===== src/rtl/rv32e_wb_queue_pkg.sv =====
// Shared constants for the RV32E writeback queue: source-select encodings
// and the architectural register count.
package rv32e_wb_queue_pkg;

  localparam int NREG_RV32E = 16;

  typedef enum logic [1:0] {
    WB_SEL_ALU = 2'd0,
    WB_SEL_LSU = 2'd1,
    WB_SEL_CSR = 2'd2,
    WB_SEL_MDU = 2'd3
  } wb_sel_e;

endpackage


===== src/rtl/rv32e_wb_queue_if.sv =====
// Bus between the LSU stage / commit side and the writeback queue.
interface rv32e_wb_queue_if #(
    parameter int XLEN   = 32,
    parameter int ADDR_W = 5,
    parameter int CNT_W  = 64
);
  import rv32e_wb_queue_pkg::*;

  logic              in_valid;
  logic              in_ready;
  logic              in_wen;
  logic [ADDR_W-1:0] in_rd;
  logic [1:0]        in_sel;
  logic [XLEN-1:0]   in_alu;
  logic [XLEN-1:0]   in_lsu;
  logic [XLEN-1:0]   in_csr;
  logic [XLEN-1:0]   in_mdu;
  logic              flush;
  logic              out_ready;
  logic              rf_we;
  logic [ADDR_W-1:0] rf_waddr;
  logic [XLEN-1:0]   rf_wdata;
  logic              fwd_valid;
  logic [ADDR_W-1:0] fwd_addr;
  logic [XLEN-1:0]   fwd_data;
  logic              retire_pulse;
  logic [CNT_W-1:0]  instret;
  logic              err_illegal_rd;

  modport master (
    output in_valid, in_wen, in_rd, in_sel, in_alu, in_lsu, in_csr, in_mdu,
           flush, out_ready,
    input  in_ready, rf_we, rf_waddr, rf_wdata, fwd_valid, fwd_addr, fwd_data,
           retire_pulse, instret, err_illegal_rd
  );

  modport slave (
    input  in_valid, in_wen, in_rd, in_sel, in_alu, in_lsu, in_csr, in_mdu,
           flush, out_ready,
    output in_ready, rf_we, rf_waddr, rf_wdata, fwd_valid, fwd_addr, fwd_data,
           retire_pulse, instret, err_illegal_rd
  );

endinterface


===== src/rtl/rv32e_wb_queue_fifo.sv =====
// Synchronous FIFO with flush; storage is cleared on reset so the head
// reads as zero out of reset.
module rv32e_sync_fifo #(
    parameter int W     = 38,
    parameter int DEPTH = 2,
    localparam int PTR_W = $clog2(DEPTH)
) (
  input  logic           clk,
  input  logic           rst_n,
  input  logic           push,
  input  logic           pop,
  input  logic           flush,
  input  logic [W-1:0]   din,
  output logic [W-1:0]   dout,
  output logic [PTR_W:0] count,
  output logic           empty,
  output logic           full
);

  logic [W-1:0]     mem [DEPTH];
  logic [PTR_W-1:0] wr_ptr, rd_ptr;

  assign dout  = mem[rd_ptr];
  assign empty = (count == '0);
  assign full  = (count == (PTR_W+1)'(DEPTH));

  always_ff @(posedge clk) begin
    if (!rst_n) begin
      wr_ptr <= '0;
      rd_ptr <= '0;
      count  <= '0;
      for (int i = 0; i < DEPTH; i++) mem[i] <= '0;
    end else if (flush) begin
      wr_ptr <= '0;
      rd_ptr <= '0;
      count  <= '0;
    end else begin
      // Power-of-two depth lets the pointers wrap by plain overflow.
      if (push) begin
        mem[wr_ptr] <= din;
        wr_ptr      <= wr_ptr + 1'b1;
      end
      if (pop) rd_ptr <= rd_ptr + 1'b1;
      case ({push, pop})
        2'b10:   count <= count + 1'b1;
        2'b01:   count <= count - 1'b1;
        default: count <= count;
      endcase
    end
  end

endmodule


===== src/rtl/rv32e_wb_queue.sv =====
// Writeback queue: resolves the result source at push time, buffers
// instructions, and drives register-file write, forwarding and retire count.
module rv32e_wb_queue
  import rv32e_wb_queue_pkg::*;
#(
    parameter int XLEN   = 32,
    parameter int ADDR_W = 5,
    parameter int NREG   = NREG_RV32E,
    parameter int DEPTH  = 2,
    parameter int CNT_W  = 64
) (
  input logic                clk,
  input logic                rst_n,
  rv32e_wb_queue_if.slave    bus
);

  localparam int PTR_W = $clog2(DEPTH);
  localparam int EW    = 1 + ADDR_W + XLEN;

  logic [XLEN-1:0]   mux_data;
  logic [EW-1:0]     head;
  logic [PTR_W:0]    count;
  logic              empty, full, push, pop;
  logic              head_wen;
  logic [ADDR_W-1:0] head_rd;
  logic [XLEN-1:0]   head_data;
  logic              rd_legal, rd_nz;
  logic [CNT_W-1:0]  instret;

  always_comb begin
    mux_data = bus.in_alu;
    case (wb_sel_e'(bus.in_sel))
      WB_SEL_ALU: mux_data = bus.in_alu;
      WB_SEL_LSU: mux_data = bus.in_lsu;
      WB_SEL_CSR: mux_data = bus.in_csr;
      WB_SEL_MDU: mux_data = bus.in_mdu;
      default:    mux_data = bus.in_alu;
    endcase
  end

  // Ready depends only on registered occupancy: a full queue refuses a
  // push even when it pops in the same cycle.
  assign bus.in_ready = !full;
  assign push = bus.in_valid & !full & !bus.flush;
  assign pop  = !empty & bus.out_ready & !bus.flush;

  rv32e_sync_fifo #(.W(EW), .DEPTH(DEPTH)) u_fifo (
    .clk   (clk),
    .rst_n (rst_n),
    .push  (push),
    .pop   (pop),
    .flush (bus.flush),
    .din   ({bus.in_wen, bus.in_rd, mux_data}),
    .dout  (head),
    .count (count),
    .empty (empty),
    .full  (full)
  );

  assign {head_wen, head_rd, head_data} = head;
  assign rd_legal = ({1'b0, head_rd} < (ADDR_W+1)'(NREG));
  assign rd_nz    = (head_rd != '0);

  assign bus.rf_we          = pop & head_wen & rd_nz & rd_legal;
  assign bus.rf_waddr       = head_rd;
  assign bus.rf_wdata       = head_data;
  assign bus.retire_pulse   = pop;
  assign bus.err_illegal_rd = pop & head_wen & !rd_legal;

  assign bus.fwd_valid = !empty & head_wen & rd_nz & rd_legal & !bus.flush;
  assign bus.fwd_addr  = head_rd;
  assign bus.fwd_data  = head_data;

  always_ff @(posedge clk) begin
    if (!rst_n)   instret <= '0;
    else if (pop) instret <= instret + 1'b1;
  end
  assign bus.instret = instret;

endmodule

===== src/flat_wrapper.sv =====
// flat-port wrapper written by rule: the top's interface ports become plain ports
module rv32e_wb_queue_flat import rv32e_wb_queue_pkg::*;
#(
    parameter int XLEN   = 32,
    parameter int ADDR_W = 5,
    parameter int NREG   = NREG_RV32E,
    parameter int DEPTH  = 2,
    parameter int CNT_W  = 64
)
  (clk, rst_n, bus_in_valid, bus_in_wen, bus_in_rd, bus_in_sel, bus_in_alu, bus_in_lsu, bus_in_csr, bus_in_mdu, bus_flush, bus_out_ready, bus_in_ready, bus_rf_we, bus_rf_waddr, bus_rf_wdata, bus_fwd_valid, bus_fwd_addr, bus_fwd_data, bus_retire_pulse, bus_instret, bus_err_illegal_rd);
  rv32e_wb_queue_if #(.XLEN(XLEN), .ADDR_W(ADDR_W), .CNT_W(CNT_W)) bus_i ();
  input logic clk;
  input logic rst_n;
  input wire logic [$bits(bus_i.in_valid)-1:0] bus_in_valid;
  input wire logic [$bits(bus_i.in_wen)-1:0] bus_in_wen;
  input wire logic [$bits(bus_i.in_rd)-1:0] bus_in_rd;
  input wire logic [$bits(bus_i.in_sel)-1:0] bus_in_sel;
  input wire logic [$bits(bus_i.in_alu)-1:0] bus_in_alu;
  input wire logic [$bits(bus_i.in_lsu)-1:0] bus_in_lsu;
  input wire logic [$bits(bus_i.in_csr)-1:0] bus_in_csr;
  input wire logic [$bits(bus_i.in_mdu)-1:0] bus_in_mdu;
  input wire logic [$bits(bus_i.flush)-1:0] bus_flush;
  input wire logic [$bits(bus_i.out_ready)-1:0] bus_out_ready;
  output wire logic [$bits(bus_i.in_ready)-1:0] bus_in_ready;
  output wire logic [$bits(bus_i.rf_we)-1:0] bus_rf_we;
  output wire logic [$bits(bus_i.rf_waddr)-1:0] bus_rf_waddr;
  output wire logic [$bits(bus_i.rf_wdata)-1:0] bus_rf_wdata;
  output wire logic [$bits(bus_i.fwd_valid)-1:0] bus_fwd_valid;
  output wire logic [$bits(bus_i.fwd_addr)-1:0] bus_fwd_addr;
  output wire logic [$bits(bus_i.fwd_data)-1:0] bus_fwd_data;
  output wire logic [$bits(bus_i.retire_pulse)-1:0] bus_retire_pulse;
  output wire logic [$bits(bus_i.instret)-1:0] bus_instret;
  output wire logic [$bits(bus_i.err_illegal_rd)-1:0] bus_err_illegal_rd;
  assign bus_i.in_valid = bus_in_valid;
  assign bus_i.in_wen = bus_in_wen;
  assign bus_i.in_rd = bus_in_rd;
  assign bus_i.in_sel = bus_in_sel;
  assign bus_i.in_alu = bus_in_alu;
  assign bus_i.in_lsu = bus_in_lsu;
  assign bus_i.in_csr = bus_in_csr;
  assign bus_i.in_mdu = bus_in_mdu;
  assign bus_i.flush = bus_flush;
  assign bus_i.out_ready = bus_out_ready;
  assign bus_in_ready = bus_i.in_ready;
  assign bus_rf_we = bus_i.rf_we;
  assign bus_rf_waddr = bus_i.rf_waddr;
  assign bus_rf_wdata = bus_i.rf_wdata;
  assign bus_fwd_valid = bus_i.fwd_valid;
  assign bus_fwd_addr = bus_i.fwd_addr;
  assign bus_fwd_data = bus_i.fwd_data;
  assign bus_retire_pulse = bus_i.retire_pulse;
  assign bus_instret = bus_i.instret;
  assign bus_err_illegal_rd = bus_i.err_illegal_rd;
  rv32e_wb_queue #(.XLEN(XLEN), .ADDR_W(ADDR_W), .NREG(NREG), .DEPTH(DEPTH), .CNT_W(CNT_W)) u_core (.clk(clk), .rst_n(rst_n), .bus(bus_i));
endmodule

===== config.mk =====
export PLATFORM = sky130hd
export DESIGN_NAME = rv32e_wb_queue_flat
export DESIGN_NICKNAME = d
export VERILOG_FILES = /design/src/rtl/rv32e_wb_queue_pkg.sv /design/src/rtl/rv32e_wb_queue_if.sv /design/src/rtl/rv32e_wb_queue_fifo.sv /design/src/rtl/rv32e_wb_queue.sv /design/src/flat_wrapper.sv
export SDC_FILE = /design/constraint.sdc
export NUM_CORES = 1
export LEC_CHECK = 0
export ABC_AREA = 1
export BUFFER_PORTS_ARGS = -buffer_cell sky130_fd_sc_hd__buf_2
export CAP_MARGIN = 20
export CORE_UTILIZATION = 46
export CTS_CLUSTER_DIAMETER = 200
export DETAILED_ROUTE_END_ITERATION = 6
export GPL_ROUTABILITY_DRIVEN = 0
export MAX_ROUTING_LAYER = met4
export PLACE_DENSITY = 0.77
export SLEW_MARGIN = 10
export SYNTH_ARGS = -nofsm -noshare
export SYNTH_HDL_FRONTEND = slang
export SYNTH_SLANG_ARGS = --single-unit

===== constraint.sdc =====
create_clock -name clk -period 2.5 [get_ports clk]
set_clock_uncertainty 0.05 [all_clocks]
set_input_delay 0.375 -clock clk [delete_from_list [all_inputs] [get_ports clk]]
set_output_delay 0.375 -clock clk [all_outputs]
set_load 0.01 [all_outputs]

==> results.json <==
{
  "ys_seq_area_frac": 0.451,
  "die_area_mm2": 0.0182,
  "tightestPinTransition_ns": 1.02,
  "rrSetupSlack_ns": 0.46,
  "power-per-cell-area_mw_per_mm2": 561,
  "synth_compound_area_frac": 0.0758,
  "ys_ff_latch": 145,
  "timing.fmax_mhz": 441,
  "regToRegStartpoint": "u_core.bus.instret[0]$_SDFFE_PN0P_",
  "final_cell_count_no_fill": 1540,
  "hp-class": "input port to flip-flop",
  "synth_fp_nets": 1194,
  "synth_top_family_by_area": "simple AND/OR/NAND/NOR gates",
  "dp_cells": 1501,
  "cts.path.max_buffers": 2,
  "ioPinCount": 284,
  "wirelength_mm": 23.9,
  "peakVddDrop_mv": 0.517,
  "synth-simple-area-share": 0.313,
  "tns_ns": 0,
  "wire_per_inst_um": 15.5,
  "cts_max_level": 4,
  "clk_pin_slew_ns": 0.06,
  "hold_slack_ns": 0.214,
  "synth-xor-area-share": 0.0162,
  "syn_area_mm2": 0.00813,
  "crit_arrival_ns": 1.84,
  "die_x_um": 135,
  "max_cap_viol_count": 0,
  "grt_pass1_vias": 7114,
  "finalSetupViolations": 0,
  "clk_latency_ns": 0.43,
  "antenna_found_initial": 0,
  "drt_pass1_iterations": 5,
  "report.final.slew_viol_count": 0,
  "min_to": "u_core.u_fifo.wr_ptr$_SDFFE_PP0P_",
  "num_rows": 48,
  "holdPathStages": 3,
  "io_buffer_count": 283,
  "wl_met1_mm": 9.85,
  "design.core.area_mm2": 0.0173,
  "rsz0062_at_grt": "false",
  "avgSynthCellArea_um2": 7.73,
  "worstPathMaxFanout": 19,
  "wl_met2_mm": 11.6,
  "vias_per_cell": 5.15,
  "postCtsHoldBufs": 0,
  "drt_iter0_drc": 665,
  "drc": 0,
  "die_y_um": 135,
  "dr.max_layer_used": "met4",
  "timing.rr.end": "u_core.bus.instret[48]$_SDFFE_PN0P_",
  "final_common_cell": "buf_2",
  "vias": 7934,
  "grt-ovfl-total": 0,
  "end_kind": "primary output",
  "period_share": 0.908,
  "yosysWarnings": 0,
  "drt.antenna.violating_nets": 0,
  "grt_first_pass_wirelength_mm": 36.1,
  "cts-root-buf": "clkbuf_16",
  "nets": 1444,
  "min_from": "bus_in_valid",
  "hold_viol": 0,
  "synth_cell_type_count": 35,
  "dp_hpwl_mm": 17.8,
  "path_class": "flip-flop to primary output",
  "drive_gt1_frac": 0.306,
  "post-route-min-period_ns": 2.27,
  "relSlewSlack": 0.317,
  "crit_required_ns": 2.08,
  "initial_utilization": 0.470,
  "cts_tree": "yes",
  "track_usage": 0.266,
  "syn_inst": 1051,
  "synth_adder_area_share": 0.00308,
  "grt_max_degree": 39,
  "cts_buffers": 17,
  "final_cell_mix": "283 x buf_2, 260 x nand2_1, 225 x nor2_1",
  "syn_to_final_growth_pct": 25.1,
  "synthMuxAreaShare": 0.0457,
  "ff2ff_path_depth": 10,
  "route.met3.wl_mm": 1.71,
  "cts.sinks": 145,
  "p_leak_nw": 4.49,
  "status": "finished clean",
  "worstSetupStartpointType": "flip-flop"
}
worst max-delay path by stage:
| stage | startpoint | endpoint | slack [ns] | cells past startpoint |
|---|---|---|---|---|
| floorplan | u_core.u_fifo.count[0]$_SDFFE_PP0P_ | u_core.u_fifo.mem[0][0]$_SDFFCE_PN0P_ | 0.09 | 8 |
| global route | flip-flop | bus_rf_we | 0.09 | 6 |
| global placement | bus_flush | bus_rf_we | 0.44 | 7 |
| detailed placement | bus_flush | u_core.u_fifo.count[1]$_SDFFE_PP0P_ | 0.37 | 9 |
| CTS | u_core.u_fifo.count[1]$_SDFFE_PP0P_ | bus_rf_we | 0.02 | 7 |
| finish | flip-flop | bus_rf_we | 0.23 | 6 |
logic make-up after synthesis:
| family | Yosys count |
|---|---|
| flip-flops | 145 |
| AND/OR/NAND/NOR | 596 |
| XOR/XNOR | 15 |
| multiplexers | 33 |
| AO/OA/AOI/OAI | 97 |
| buffers and inverters | 163 |
| adder cells (fa/ha/maj) | 2 |
flip-flops by register name, summed over array words and instances, names as in the netlist, named ones only:
register,cells
u_core.bus.instret,64
u_core.u_fifo.count,2
u_core.u_fifo.wr_ptr,1
u_core.u_fifo.mem,76
u_core.u_fifo.rd_ptr,1
per-layer routing:
layer / track usage / up-vias
met5: - / -
met4: 0.108 / 0
met3: 0.0537 / 46
met2: 0.432 / 347
met1: 0.324 / 3626
li1: - / 3915
synthesized netlist by cell type:
cell	instances	area (um2)
edfxtp_1	76	2280
nor2_1	226	848
ha_1	2	25.0
and2_1	2	12.5
clkbuf_1	15	56.3
o211ai_1	4	30.0
nor2_2	9	56.3
dfxtp_1	69	1380
buf_4	38	285
nand3_4	2	35.0
nor4_1	1	6.26
o21bai_1	4	30.0
nand2_1	262	983
nor2_4	8	90.1
or2_2	2	12.5
and3_1	2	12.5
a221oi_1	27	236
buf_2	14	70.1
a21oi_1	36	180
xor2_1	10	87.6
buf_6	1	11.3
nor3b_1	6	45.0
buf_1	2	7.51
nand3_2	7	70.1
o21ai_0	22	110
nor3_1	9	45.0
nand4_1	17	106
mux2_2	33	372
nand3_1	42	210
o21a_1	3	22.5
inv_2	2	7.51
nand2_2	1	6.26
xnor2_1	5	43.8
a31oi_1	1	6.26
inv_1	91	342
worst max-delay path, stage by stage, from the launching register on:
cell and delay (ns):
dfxtp_4 0.48, o21ai_0 0.13, buf_4 0.17, nor4_1 0.26
buf_4 0.18, nor3_1 0.04, buf_2 0.14
per-stage QoR:
step           instance area, um2  setup WS [ns]  power (mW)  utilization
6_report                    10200          0.231        5.71        0.588
5_1_grt                     10200         0.0917        5.89        0.587
4_1_cts                     10100         0.0160        5.74        0.585
3_5_place_dp                 9520          0.366        3.21        0.551
3_3_place_gp                 9520          0.437        3.20        0.551
2_1_floorplan                8130         0.0853        2.98            -
where the power goes:
| part | internal (mW) | switching (mW) |
|---|---|---|
| logic | 0.239 | 0.337 |
| registers | 2.57 | 0.0183 |
| clock network | 1.42 | 1.12 |
what timing repair did:
| item | 4_1_cts | 5_1_grt |
|---|---|---|
| endpoints found under the hold margin | 0 | 0 |
| setup buffers | 0 | 6 |
| gates resized for setup | 0 | 3 |
| endpoints found under the setup margin | 0 | 3 |
cell type report:
cell class	count	area [um2]
clock inverters	15	163
diodes	1	2.50
flip-flops and latches	145	3670
multi-input cells	743	3700
well taps	225	282
fillers	1572	7130
repair buffers	301	1580
inverters	93	352
clock buffers	17	425
Note: power is estimated with default switching activity, not from simulation.
